$ cat config.mk
export PLATFORM = sky130hd
export DESIGN_NAME = xsw_rr_arb_mux_flat
export DESIGN_NICKNAME = d
export VERILOG_FILES = /design/src/rtl/xsw_rr_arb_mux_if.sv /design/src/rtl/xsw_rr_arb_mux.sv /design/src/flat_wrapper.sv
export SDC_FILE = /design/constraint.sdc
export NUM_CORES = 1
export LEC_CHECK = 0
export CELL_PAD_IN_SITES_DETAIL_PLACEMENT = 0
export CELL_PAD_IN_SITES_GLOBAL_PLACEMENT = 1
export CORE_UTILIZATION = 16
export DETAILED_ROUTE_END_ITERATION = 12
export GPL_TIMING_DRIVEN = 0
export PLACE_DENSITY = 0.77
export SYNTH_ARGS = -nofsm -noshare
export SYNTH_HDL_FRONTEND = slang
export SYNTH_SLANG_ARGS = --single-unit
$ cat constraint.sdc
create_clock -name clk -period 3.3 [get_ports clk]
set_clock_uncertainty 0.2 [all_clocks]
set_input_delay 0.66 -clock clk [delete_from_list [all_inputs] [get_ports clk]]
set_output_delay 0.66 -clock clk [all_outputs]
set_load 0.005 [all_outputs]
$ cat src/rtl/xsw_rr_arb_mux_if.sv
// Valid/ready bundle between N_PORTS upstream streams, the arbitrating mux and the output slice.
// master = environment side (drives requests and output ready), slave = the arbiter.
interface xsw_rr_arb_mux_if #(
    parameter int N_PORTS = 4,
    parameter int D_WIDTH = 16
);
    localparam int PTR_W = $clog2(N_PORTS);

    logic [N_PORTS-1:0]         vldi;
    logic [N_PORTS-1:0]         rdyi;
    logic [N_PORTS*D_WIDTH-1:0] datai;
    logic [N_PORTS-1:0]         lasti;
    logic                       vldo;
    logic                       rdyo;
    logic [D_WIDTH-1:0]         datao;
    logic                       lasto;
    logic [PTR_W-1:0]           grant_idx;

    modport master (
        output vldi, datai, lasti, rdyo,
        input  rdyi, vldo, datao, lasto, grant_idx
    );

    modport slave (
        input  vldi, datai, lasti, rdyo,
        output rdyi, vldo, datao, lasto, grant_idx
    );
endinterface

$ cat src/rtl/xsw_rr_arb_mux.sv
// N:1 round-robin arbitrating mux with zero-latency datapath and stall-hold of the grant.
// Optional packet lock (no interleaving of packets) is enabled by defining XSW_ARB_PKT_LOCK_EN.
module xsw_rr_arb_mux #(
    parameter int N_PORTS = 4,
    parameter int D_WIDTH = 16
) (
    input  logic            clk,
    input  logic            rstn,
    xsw_rr_arb_mux_if.slave bus
);
    localparam int PTR_W = $clog2(N_PORTS);

    typedef enum logic [1:0] {
        ST_FREE,
        ST_HELD,
        ST_LOCKED
    } state_t;

    state_t             state;
    state_t             state_nxt;
    logic [PTR_W-1:0]   ptr;
    logic [PTR_W-1:0]   ptr_nxt;
    logic [PTR_W-1:0]   owner;
    logic [PTR_W-1:0]   owner_nxt;
    logic [PTR_W-1:0]   rr_win;
    logic [PTR_W-1:0]   grant;
    logic               sel_vld;
    logic               sel_last;
    logic [D_WIDTH-1:0] sel_data;
    logic               xfer;
    logic               stall;

    // Modular add that also works when N_PORTS is not a power of two.
    function automatic logic [PTR_W-1:0] wrap_inc(input logic [PTR_W-1:0] base, input int off);
        int s;
        s = int'(base) + off;
        if (s >= N_PORTS) begin
            s = s - N_PORTS;
        end
        return PTR_W'(s);
    endfunction

    // Scanning from the farthest candidate back to ptr leaves the nearest requester as winner.
    always_comb begin
        rr_win = ptr;
        for (int k = N_PORTS - 1; k >= 0; k--) begin
            if (bus.vldi[wrap_inc(ptr, k)]) begin
                rr_win = wrap_inc(ptr, k);
            end
        end
    end

    assign grant = (state == ST_FREE) ? rr_win : owner;

    always_comb begin
        sel_vld  = 1'b0;
        sel_last = 1'b0;
        sel_data = '0;
        for (int i = 0; i < N_PORTS; i++) begin
            if (grant == PTR_W'(i)) begin
                sel_vld  = bus.vldi[i];
                sel_last = bus.lasti[i];
                sel_data = bus.datai[i*D_WIDTH +: D_WIDTH];
            end
        end
    end

    // Reset gates valid/ready so no handshake can complete while rstn is low.
    always_comb begin
        bus.rdyi = '0;
        for (int i = 0; i < N_PORTS; i++) begin
            bus.rdyi[i] = rstn && bus.rdyo && (grant == PTR_W'(i));
        end
    end

    assign bus.vldo      = rstn & sel_vld;
    assign bus.datao     = sel_data;
    assign bus.lasto     = sel_last;
    assign bus.grant_idx = grant;

    assign xfer  = bus.vldo & bus.rdyo;
    assign stall = bus.vldo & ~bus.rdyo;

    always_comb begin
        state_nxt = state;
        owner_nxt = owner;
        ptr_nxt   = ptr;
        if (xfer) begin
`ifdef XSW_ARB_PKT_LOCK_EN
            if (!sel_last) begin
                state_nxt = ST_LOCKED;
                owner_nxt = grant;
            end else begin
                state_nxt = ST_FREE;
                ptr_nxt   = wrap_inc(grant, 1);
            end
`else
            state_nxt = ST_FREE;
            ptr_nxt   = wrap_inc(grant, 1);
`endif
        end else if (stall) begin
            state_nxt = ST_HELD;
            owner_nxt = grant;
        end
    end

    always_ff @(posedge clk or negedge rstn) begin
        if (!rstn) begin
            state <= ST_FREE;
            ptr   <= '0;
            owner <= '0;
        end else begin
            state <= state_nxt;
            ptr   <= ptr_nxt;
            owner <= owner_nxt;
        end
    end

`ifndef SYNTHESIS
    stall_stable_a: assert property (@(posedge clk) disable iff (!rstn)
        (bus.vldo && !bus.rdyo) |=> (bus.datao == $past(bus.datao) && bus.grant_idx == $past(bus.grant_idx)));

    rdyi_onehot_a: assert property (@(posedge clk) $onehot0(bus.rdyi));
`endif
endmodule
$ cat src/flat_wrapper.sv
// flat-port wrapper written by rule: the top's interface ports become plain ports
module xsw_rr_arb_mux_flat 
#(
    parameter int N_PORTS = 4,
    parameter int D_WIDTH = 16
)
  (clk, rstn, bus_vldi, bus_datai, bus_lasti, bus_rdyo, bus_rdyi, bus_vldo, bus_datao, bus_lasto, bus_grant_idx);
  xsw_rr_arb_mux_if #(.N_PORTS(N_PORTS), .D_WIDTH(D_WIDTH)) bus_i ();
  input  logic clk;
  input  logic rstn;
  input wire logic [$bits(bus_i.vldi)-1:0] bus_vldi;
  input wire logic [$bits(bus_i.datai)-1:0] bus_datai;
  input wire logic [$bits(bus_i.lasti)-1:0] bus_lasti;
  input wire logic [$bits(bus_i.rdyo)-1:0] bus_rdyo;
  output wire logic [$bits(bus_i.rdyi)-1:0] bus_rdyi;
  output wire logic [$bits(bus_i.vldo)-1:0] bus_vldo;
  output wire logic [$bits(bus_i.datao)-1:0] bus_datao;
  output wire logic [$bits(bus_i.lasto)-1:0] bus_lasto;
  output wire logic [$bits(bus_i.grant_idx)-1:0] bus_grant_idx;
  assign bus_i.vldi = bus_vldi;
  assign bus_i.datai = bus_datai;
  assign bus_i.lasti = bus_lasti;
  assign bus_i.rdyo = bus_rdyo;
  assign bus_rdyi = bus_i.rdyi;
  assign bus_vldo = bus_i.vldo;
  assign bus_datao = bus_i.datao;
  assign bus_lasto = bus_i.lasto;
  assign bus_grant_idx = bus_i.grant_idx;
  xsw_rr_arb_mux #(.N_PORTS(N_PORTS), .D_WIDTH(D_WIDTH)) u_core (.clk(clk), .rstn(rstn), .bus(bus_i));
endmodule
==> results of run 1 <==
-- cells by family after synthesis --
family / after synthesis / share of synthesized area
AO/OA/AOI/OAI: 46 / 0.3795
flip-flops: 5 / 0.1295
adder cells (fa/ha/maj): 4 / 0.05182
AND/OR/NAND/NOR: 57 / 0.3109
buffers and inverters: 16 / 0.07123
multiplexers: 5 / 0.05699
-- critical path: cells and delay by family --
kind	cells	cell delay (ps)
AO/OA/AOI/OAI	4	840
buffers and inverters	4	560
AND/OR/NAND/NOR	2	270
multiplexers	1	190
adder cells (fa/ha/maj)	1	220
-- synthesized netlist by cell type, drive strengths merged, types with 4 or more instances --
| library cell | number | share of area |
|---|---|---|
| nor2b | 22 | 0.14 |
| nand2 | 19 | 0.074 |
| a221oi | 17 | 0.16 |
| o31ai | 16 | 0.12 |
| buf | 8 | 0.040 |
| dfrtp | 5 | 0.13 |
| and3 | 4 | 0.026 |
| clkbuf | 4 | 0.016 |
| ha | 4 | 0.052 |
| inv | 4 | 0.016 |
| mux2 | 4 | 0.047 |
| nor2 | 4 | 0.016 |
| o21ai | 4 | 0.021 |
-- flip-flops by register name, summed over array words and instances (netlist names) --
name,flops
u_core.owner,2
u_core.ptr,2
u_core.state,1
-- timing repair --
item	CTS	global route
gates cloned	4	0
pin swaps	24	24
setup buffers	16	2
setup endpoints to repair	29	21
resized for setup	177	14
-- final timing paths --
kind / slack (ps) / to / from
max: -310 / bus_datao[4] / bus_vldi[2]
min: 320 / u_core.owner[0] / u_core.owner[0]
max reg2reg: 430 / u_core.ptr[0] / u_core.ptr[1]
min reg2reg: 320 / u_core.owner[0] / u_core.owner[0]
max in group asynchronous: 2020 / u_core.owner[0] / rstn
min in group asynchronous: 560 / u_core.ptr[0] / rstn
-- stage by stage --
step,setup WS (ps),util,cells
after floorplan,2.201,-,133
after global placement,-1694,0.3591,303
after detailed placement,-1668,0.3591,303
after CTS,-328.4,0.4381,326
after global routing,-405.6,0.4475,326
final,-308.6,0.4475,326
-- power by group through the flow --
stage / registers (uW) / clock network [uW] / logic [uW]
finish: 128 / 115 / 2370
global route: 133 / 125 / 2560
CTS: 127 / 120 / 2270
detailed placement: 121 / 0 / 1680
global placement: 120 / 0 / 1680
floorplan: 114 / 0 / 843
-- metal layers --
metal,part of all wire,global-route usage,up-vias
met5,0,0,-
met4,0.011,0.03636,0
met3,0.082,0.03086,4
met2,0.51,0.3128,65
met1,0.40,0.1756,707
li1,-,-,751
-- final cells by class --
| type | count | area, um^2 | area share |
|---|---|---|---|
| plain buffers | 11 | 151.4 | 0.05961 |
| clock buffers | 4 | 45.04 | 0.01773 |
| inverters | 4 | 15.01 | 0.005911 |
| multi-input cells | 112 | 1031 | 0.4059 |
| flip-flops and latches | 5 | 125.1 | 0.04926 |
| well taps | 72 | 90.09 | 0.03547 |
| repair buffers | 118 | 1082 | 0.4261 |
==> run_results.csv, run 1 <==
group,metric,value,unit
floorplan,dieArea,0.006352,mm^2
setup_path,end_kind,"output pin",
sta,hold_ws,318.2,ps
global_routing,grt_overflow,0,
placed_design,place_area,0.002038,mm^2
yosys,syn_inst,133,
cts,cts.reportedPaths.clkPinSlew,30,ps
sta,fin_tns_setup,-3496,ps
route,post_drt_wl_per_cell,15.82,um
placed_design,gp_congestion,0.7305,
power_and_ir_drop,internal_power,1506,uW
floorplan,die_w,79.70,um
floorplan,ios,99,
global_routing,grt_pass1_wl,7962,um
power_and_ir_drop,peakVddDrop,0.0004142,V
global_routing,grt_pass1_vias,1601,
cts,cts.sinks,5,
sta,rsz0062_at_grt,"yes",
floorplan,fp.dieH,79.70,um
layout,filler_cell_count,565,
setup_path,rr_worst_depth,11,
sta,setup_viol_count_final,18,
route,routed_wl,5156,um
yosys,ys_async_sr_fraction,1.000,
global_routing,grt_max_degree,14,
yosys,synth.net_count,212,
floorplan,core-area,0.005675,mm^2
power_and_ir_drop,sw_frac_of_total,0.4244,
route,drt_iter0_drc,34,
global_routing,track_usage,0.1608,
yosys,synth-main-ff-cell,"dfrtp_1",
route,viasPerCell,4.684,
global_routing,antenna_found_initial,0,
power_and_ir_drop,p_clk_frac,0.044,
yosys,synth_edf_count,0,
yosys,yosysSeqAreaShare,0.1295,
sta,setup_ws,-308.6,ps
cts,numCtsBuffers,3,
layout,final_cell_mix,"72 x clkdlybuf4s50_1, 24 x buf_2, 19 x nor2b_1",
layout,syn_to_final_growth,163.0,%
placed_design,dpl.hpwl,3543,um
setup_path,worstSetupPathType,"input pin to output pin",
setup_path,cp_max_fo,5,
setup_path,crit_arrival,2750,ps
sta,max_freq,277.1,MHz
setup_path,crit_path_top_delay_cell,"o31ai_2",
run_status,status,"finished, violations left",
sta,maxSlewHeadroom,0.6873,
layout,num_antenna_cells,0,
placed_design,port_buffers,98,
layout,drive_above_1_share,0.3898,
layout,postLayoutCellArea,0.002540,mm^2
floorplan,num_rows,27,
floorplan,initial_utilization,0.1702,
hold_path,hold_depth,1,
setup_path,cp_slowest_stage_delay,270,ps
route,drtPass1Iterations,4,
layout,final_nets,334,
power_and_ir_drop,seqPwrFrac,0.049,
setup_path,worstPathRequired,2440,ps
setup_path,cp-start-kind,"input pin",
sta,fin_crit,3609,ps
yosys,synth_seq_cells,5,
route,ant_nets,0,
sta,worst_pin_slew,467.5,ps
yosys,yosysWarnings,0,
run_status,violations,"negative setup slack",
yosys,synth_area,965.9,um^2
sta,final.period_utilization,1.094,
power_and_ir_drop,combPwrFrac,0.907,
flow_run,cap_violations,0,
cts,cts_tree,"yes",
power_and_ir_drop,powerDensity,1030,mW/mm^2
sta,finalHoldViolCount,0,
cts,cts_max_level,1,
cts,clk-insertion-delay-late,230,ps
power_and_ir_drop,p_leak,0.001016,uW
cts,holdBufCountCts,0,
route,route.detailed.drc,0,
sta,slew_violations,0,
yosys,synthDistinctLibCells,27,
layout,layout_commonest_cell,"clkdlybuf4s50_1",
hold_path,hold_path_class,"flop to flop",
route,num_vias,1527,
yosys,syn_avg_cell_area,7.263,um^2
power_and_ir_drop,switching_power,1110,uW
cts,clk_path_buf_depth,2,
cts,root_buffer,"clkbuf_8",
setup_path,crit_chain,"buf_8 > nor2b_4 > a221o_1 > o22a_1 > mux2i_2 > ha_2 > nor2b_2 > buf_6 > buf_6 > a221oi_4 > o31ai_2 > buf_2",
setup_path,cp_common_cell,"buf_6",
power_and_ir_drop,finalPower,2616,uW
(Power assumes the default switching activity.)
==> run 2, diff against run 1 <==
ABC_CLOCK_PERIOD_IN_PS = 3300   (was not set)
==> results of run 2 <==
The final DEF is identical to that of run 1; final timing and power are the same.
==> RTL change 1, RTL diff (flow settings as in run 2) <==
Re-encode `state_t` (3 states) as one-hot, 3 bits wide.
--- a/src/rtl/xsw_rr_arb_mux.sv
+++ b/src/rtl/xsw_rr_arb_mux.sv
@@ -10,10 +10,10 @@
 );
     localparam int PTR_W = $clog2(N_PORTS);
 
-    typedef enum logic [1:0] {
-        ST_FREE,
-        ST_HELD,
-        ST_LOCKED
+    typedef enum logic [2:0] {
+        ST_FREE   = 3'b001,
+        ST_HELD   = 3'b010,
+        ST_LOCKED = 3'b100
     } state_t;
 
     state_t             state;
Check against the original RTL: same outputs for any inputs over 10 cycles, from zero or initial values and one cycle with rstn low; not proved beyond that.
==> RTL change 1 against run 2 <==
The run still ends with negative setup slack left. Worst setup slack gained 0.16 ns. Area after synthesis increased by 8.9%. Sequential cell count up 1. Design area grew 17%. Power grew 31%. Count of clock-buffer cells in the layout unchanged. Routed wire length increased by 9.1%. Global-route usage fell by 0.93 points. Critical endpoint is now bus_datao[14]. Largest power group unchanged.
==> RTL change 1: results (changes against run 2) <==
Critical path
• 2.59 ns — Worst Path Arrival, -0.16 ns
• u_core.ptr[1] — worst reg2reg startpoint
• 0.31 ns — R2R setup slack, -0.12 ns
• bus_datao[14] — capture point of the critical path
• 6 — Max Fanout on Critical Path, +1

Hold path
• reg2reg — classification of the worst-slack hold path

Clock network
• 170 — number of gates resized after CTS, -4.0%
• 6 — total clock sinks, +1
• 3 — number of CTS-inserted buffers, unchanged
• 15 — buffers inserted during post-CTS setup optimization, -1

Finish
• 602 — count of filler cells inserted in the layout, +6.5%
• 4 — layout inverter count without the clock tree, unchanged
• 0.01516 — clock network area share, -0.002570
• 0.05097 — sequential share of cell area, +0.001708
• 344 — net count reported at finish, +3.0%
• 4 — total of clock buffers placed in the layout, unchanged
• 0.4726 — proportion of final cell area spent on non-clock buffers, -0.01309
• 114 — #MultiIn Comb, +1.8%
• 136 — number of buffers other than clock buffers in the final layout, +5.4%
• u_core.owner x2, u_core.ptr x2, u_core.state x2 — top flop regs
• 0.4697 — fraction of final layout cells with drive strength greater than 1, +0.07993
• 0.4229 — proportion of cell area occupied by multi-input gates, +0.01700

Placement
• 0.002131 sq mm — cell area after placement, +4.5%
• 3.603 mm — detailed placement HPWL, +1.7%
• -1.564 ns — placement-stage worst setup slack, +0.1039 ns
• 311 — cell count after placement, +2.6%
• 0.7349 — Placer Congestion, +0.60%

Yosys
• 34 — Distinct cells, synth, +26%
• sky130_fd_sc_hd__a221oi_1 13%, sky130_fd_sc_hd__nor2b_1 13%, sky130_fd_sc_hd__dfrtp_1 12% — most area-consuming cells after synthesis
• 22 x sky130_fd_sc_hd__nor2b_1, 21 x sky130_fd_sc_hd__nand2_1, 16 x sky130_fd_sc_hd__a221oi_1, 16 x sky130_fd_sc_hd__o31ai_1, 8 x sky130_fd_sc_hd__clkbuf_1 — commonest cells in the synthesized netlist
• 215 — Post-Syn Nets, +1.4%
• sky130_fd_sc_hd__dfrtp_1 — flip-flop cell with the highest count after synthesis
• 7.737 sq um — average size of a mapped cell, +6.5%
• 0.1439 — sequential cell area fraction in the yosys report, +0.01434

Drt
• 37 — initial drt markers, +8.8%
• 6 — number of detailed-route iterations in the first pass, +2
• 1600 — via count, +4.8%
• 4.692 — via-per-instance ratio, +0.17%
• 16.50 um — Wirelength per Cell, +4.3%

Pwr
• 0.035 — clock share of power, -0.009
• 0.8741 mV — maximum vdd ir drop, +110%
• 1378 uW — net switching power of the design, +24%
• 0.001178 uW — Pleak, +16%
• 0.046 — portion of total power attributed to sequential cells, -0.003

Timing
• 19 — number of failing setup endpoints in the final timing report, +1
• 0.5187 ns — Worst Tran Pin Value, +0.05114 ns
• -0.1472 ns — Worst Setup Slack, final, +0.1613 ns
• 0.3209 ns — worst hold slack, +0.002758 ns

Outcome
• complete, but fails checks — result of the run
• negative setup slack — failing checks

Global routing
• 1681 — vias in the first global route, +5.0%
• 0.1515 — total global routing track utilization, -0.009255
• 8.466 mm — wire length of the first global-routing pass, +6.3%

==> RTL change 1: cell count changes after synthesis, moves of 2 or more <==
| cell | before | now |
|---|---|---|
| sky130_fd_sc_hd__buf_2 | 7 | 2 |
| sky130_fd_sc_hd__clkbuf_1 | 4 | 8 |
| sky130_fd_sc_hd__mux2_2 | 4 | 0 |
| sky130_fd_sc_hd__mux2_4 | 0 | 3 |
| sky130_fd_sc_hd__nand2_1 | 19 | 21 |
| sky130_fd_sc_hd__nand3_1 | 3 | 0 |
| sky130_fd_sc_hd__nor2_1 | 4 | 1 |
==> RTL change 1: through the flow <==
step / util / total power, uW / TNS [ns]
final: 0.4678 / 3427 / -2.079
after global routing: 0.4678 / 3639 / -4.146
after CTS: 0.4104 / 2895 / -2.469
after detailed placement: 0.3356 / 2035 / -31.89
after global placement: 0.3356 / 2023 / -31.12
after floorplan: - / 1104 / 0
==> RTL change 1: layer usage <==
| layer | GRT usage | up-vias | routed length, um | part of all wire |
|---|---|---|---|---|
| li1 | - | 781 | - | - |
| met1 | 0.1889 | 745 | 2463 | 0.44 |
| met2 | 0.2765 | 69 | 2843 | 0.51 |
| met3 | 0.01889 | 5 | 273 | 0.049 |
| met4 | 0.03292 | 0 | 45 | 0.0080 |
| met5 | 0 | - | 0 | 0 |
==> RTL change 1: cell families (layout without fill, tap and decap cells) <==
group / count (synthesis) / in the layout / share of synthesized area
AO/OA/AOI/OAI: 49 / 49 / 0.3781
adder cells (fa/ha/maj): 4 / 4 / 0.04756
buffers and inverters: 16 / 144 / 0.07015
flip-flops: 6 / 6 / 0.1439
multiplexers: 3 / 3 / 0.04280
AND/OR/NAND/NOR: 58 / 58 / 0.3175
==> RTL change 1: worst min path at each step <==
stage	start	to	cells past startpoint
after floorplan	rstn	u_core.owner[0]	0
after global placement	u_core.state[1]	u_core.state[1]	1
after detailed placement	u_core.owner[0]	u_core.owner[0]	1
after CTS	u_core.state[1]	u_core.state[1]	1
after global routing	u_core.state[1]	u_core.state[1]	1
final	u_core.state[1]	u_core.state[1]	1
==> RTL change 1: critical path, cell delays in order <==
cell	delay, ns
sky130_fd_sc_hd__buf_8	0.10
sky130_fd_sc_hd__or3_4	0.38
sky130_fd_sc_hd__o2111ai_4	0.10
sky130_fd_sc_hd__a21oi_2	0.09
sky130_fd_sc_hd__a21oi_2	0.14
sky130_fd_sc_hd__buf_4	0.15
sky130_fd_sc_hd__ha_4	0.16
sky130_fd_sc_hd__nor2b_4	0.05
sky130_fd_sc_hd__buf_12	0.13
sky130_fd_sc_hd__buf_16	0.14
sky130_fd_sc_hd__a221oi_4	0.26
sky130_fd_sc_hd__o31ai_4	0.08
sky130_fd_sc_hd__buf_2	0.13
==> RTL change 2, RTL diff (config.mk and constraints of run 2) <==
Without the edit above. The option `XSW_ARB_PKT_LOCK_EN` is turned on by a define.
--- a/src/rtl/xsw_rr_arb_mux.sv
+++ b/src/rtl/xsw_rr_arb_mux.sv
@@ -1,5 +1,7 @@
 // N:1 round-robin arbitrating mux with zero-latency datapath and stall-hold of the grant.
 // Optional packet lock (no interleaving of packets) is enabled by defining XSW_ARB_PKT_LOCK_EN.
+`define XSW_ARB_PKT_LOCK_EN
+
 module xsw_rr_arb_mux #(
     parameter int N_PORTS = 4,
     parameter int D_WIDTH = 16
Behaviour: not the same (a bounded check fails within 4 cycles, from zero or initial values and one cycle with rstn low).
==> RTL change 2 against run 2 <==
First-iteration DRC count decreased by 41%. Highest routed layer unchanged. Count of clock-buffer cells in the layout down 1. The run still ends with negative setup slack left. Area after synthesis rose by 6.3%. Power grew 28%. Design area increased by 7.8%. Fmax up 1.3%. Largest power group unchanged. Via count rose by 2.1%. Worst setup slack improved by 0.046 ns. Sequential cell count grew 1. Synthesized cell count is 0.75% higher. Routed wire length up 5.2%. Core utilization grew 0.42 points.
==> RTL change 2: results (changes against run 2) <==
Outcome
• complete, but fails checks — result of the run
• negative setup slack — failing checks

Finish
• 347 — net count reported at finish, +3.9%
• 0.4135 — fraction of final layout cells with drive strength greater than 1, +0.02377
• u_core.owner x2, u_core.ptr x2, u_core.state x2 — top flop regs

Yosys
• 213 — Post-Syn Nets, +0.47%
• sky130_fd_sc_hd__dfrtp_1 15%, sky130_fd_sc_hd__a221oi_1 13%, sky130_fd_sc_hd__nor2b_1 12% — most area-consuming cells after synthesis
• 0.1462 — sequential cell area fraction in the yosys report, +0.01663
• 35 — Distinct cells, synth, +30%
• 0.001027 sq mm — cell area after synthesis, +6.3%
• 19 x sky130_fd_sc_hd__nor2b_1, 18 x sky130_fd_sc_hd__nand2_1, 15 x sky130_fd_sc_hd__a221oi_1, 15 x sky130_fd_sc_hd__o31ai_1 — commonest cells in the synthesized netlist

Timing
• -0.2624 ns — Worst Setup Slack, final, +0.04620 ns
• 0.3140 ns — worst hold slack, -0.004129 ns
• 20 — number of failing setup endpoints in the final timing report, +2
• -3.978 ns — TNS Setup, -0.4824 ns

Pwr
• 0.001122 uW — Pleak, +10%
• 0.6959 mV — maximum vdd ir drop, +68%

Hold path
• u_core.owner[1] — HP Start
• u_core.owner[1] — Hold Path End

Global routing
• 0.1503 — total global routing track utilization, -0.01046
• 1604 — vias in the first global route, +0.19%

Placement
• 0.002117 sq mm — cell area after placement, +3.9%
• 0.8392 — Placer Congestion, +15%
• 3.610 mm — detailed placement HPWL, +1.9%

Critical path
• 0.46 ns — maximum cell stage delay along the critical path, +0.19 ns
• 0.26 ns — R2R setup slack, -0.17 ns
• sky130_fd_sc_hd__o41a_1 — slowest CP cell

Drt
• 20 — initial drt markers, -41%

[RTL change 2: metrics by stage]
stage / setup slack, ns / cells
after floorplan: 0.02048 / 134
after global placement: -1.430 / 307
after detailed placement: -1.475 / 307
after CTS: -0.2263 / 338
after global routing: -0.3440 / 341
final: -0.2624 / 341
[RTL change 2: logic make-up after synthesis]
| group | share of synthesized area |
|---|---|
| buffers and inverters | 0.07551 |
| adders and majority gates | 0.04872 |
| muxes | 0.06577 |
| DFF | 0.1462 |
| and+or+nand+nor | 0.2960 |
| AOI/OAI and AO/OA | 0.3678 |
[RTL change 2: worst max-delay path, delay by kind of cell]
| kind | cells | cell delay [ns] |
|---|---|---|
| adders and majority gates | 1 | 0.17 |
| AOI/OAI and AO/OA | 4 | 0.93 |
| buffers and inverters | 6 | 0.81 |
| and+or+nand+nor | 1 | 0.12 |
[RTL change 2: report_power, final]
part / total [uW] / internal, uW / switching, uW / leakage [uW]
sequential: 148 / 112 / 35.9 / 0.0000724
clock: 110 / 78.4 / 31.5 / 0.0000216
combinational: 3100 / 1780 / 1310 / 0.00103
[RTL change 2: final cells by class]
cell class	instances	area, sq um
Buffer	11	173.9
Clock buffer	3	41.29
Fill cell	608	3323
Inverter	6	25.02
Multi-Input combinational cell	111	1044
Sequential cell	6	150.1
Tap cell	75	93.84
Timing Repair Buffer	129	1210
[RTL change 2: worst max-delay path by stage]
stage | from | end | cells past startpoint | slack [ns]
detailed placement | bus_vldi[2] | bus_datao[6] | 12 | -1.47
global route | bus_vldi[3] | bus_datao[4] | 13 | -0.34
finish | bus_vldi[2] | bus_datao[0] | 12 | -0.26
floorplan | bus_vldi[2] | bus_datao[0] | 10 | 0.02
global placement | bus_vldi[2] | bus_datao[6] | 12 | -1.43
CTS | bus_vldi[3] | bus_datao[5] | 13 | -0.23
[RTL change 2: what timing repair did]
| action | in CTS | in global routing |
|---|---|---|
| setup endpoints to repair | 30 | 21 |
| pin swaps | 17 | 13 |
| resized for setup | 167 | 14 |
| cloned | 2 | 1 |
| buffers inserted | 27 | 3 |
[RTL change 2: per-layer routing]
metal	global-route usage	wire [um]	part of all wire	vias to the layer above
met2	0.3000	2850	0.53	67
met3	0.02308	439	0.081	2
met4	0.02807	29	0.0053	0
li1	-	-	-	774
met5	0	0	0	-
met1	0.1649	2106	0.39	716
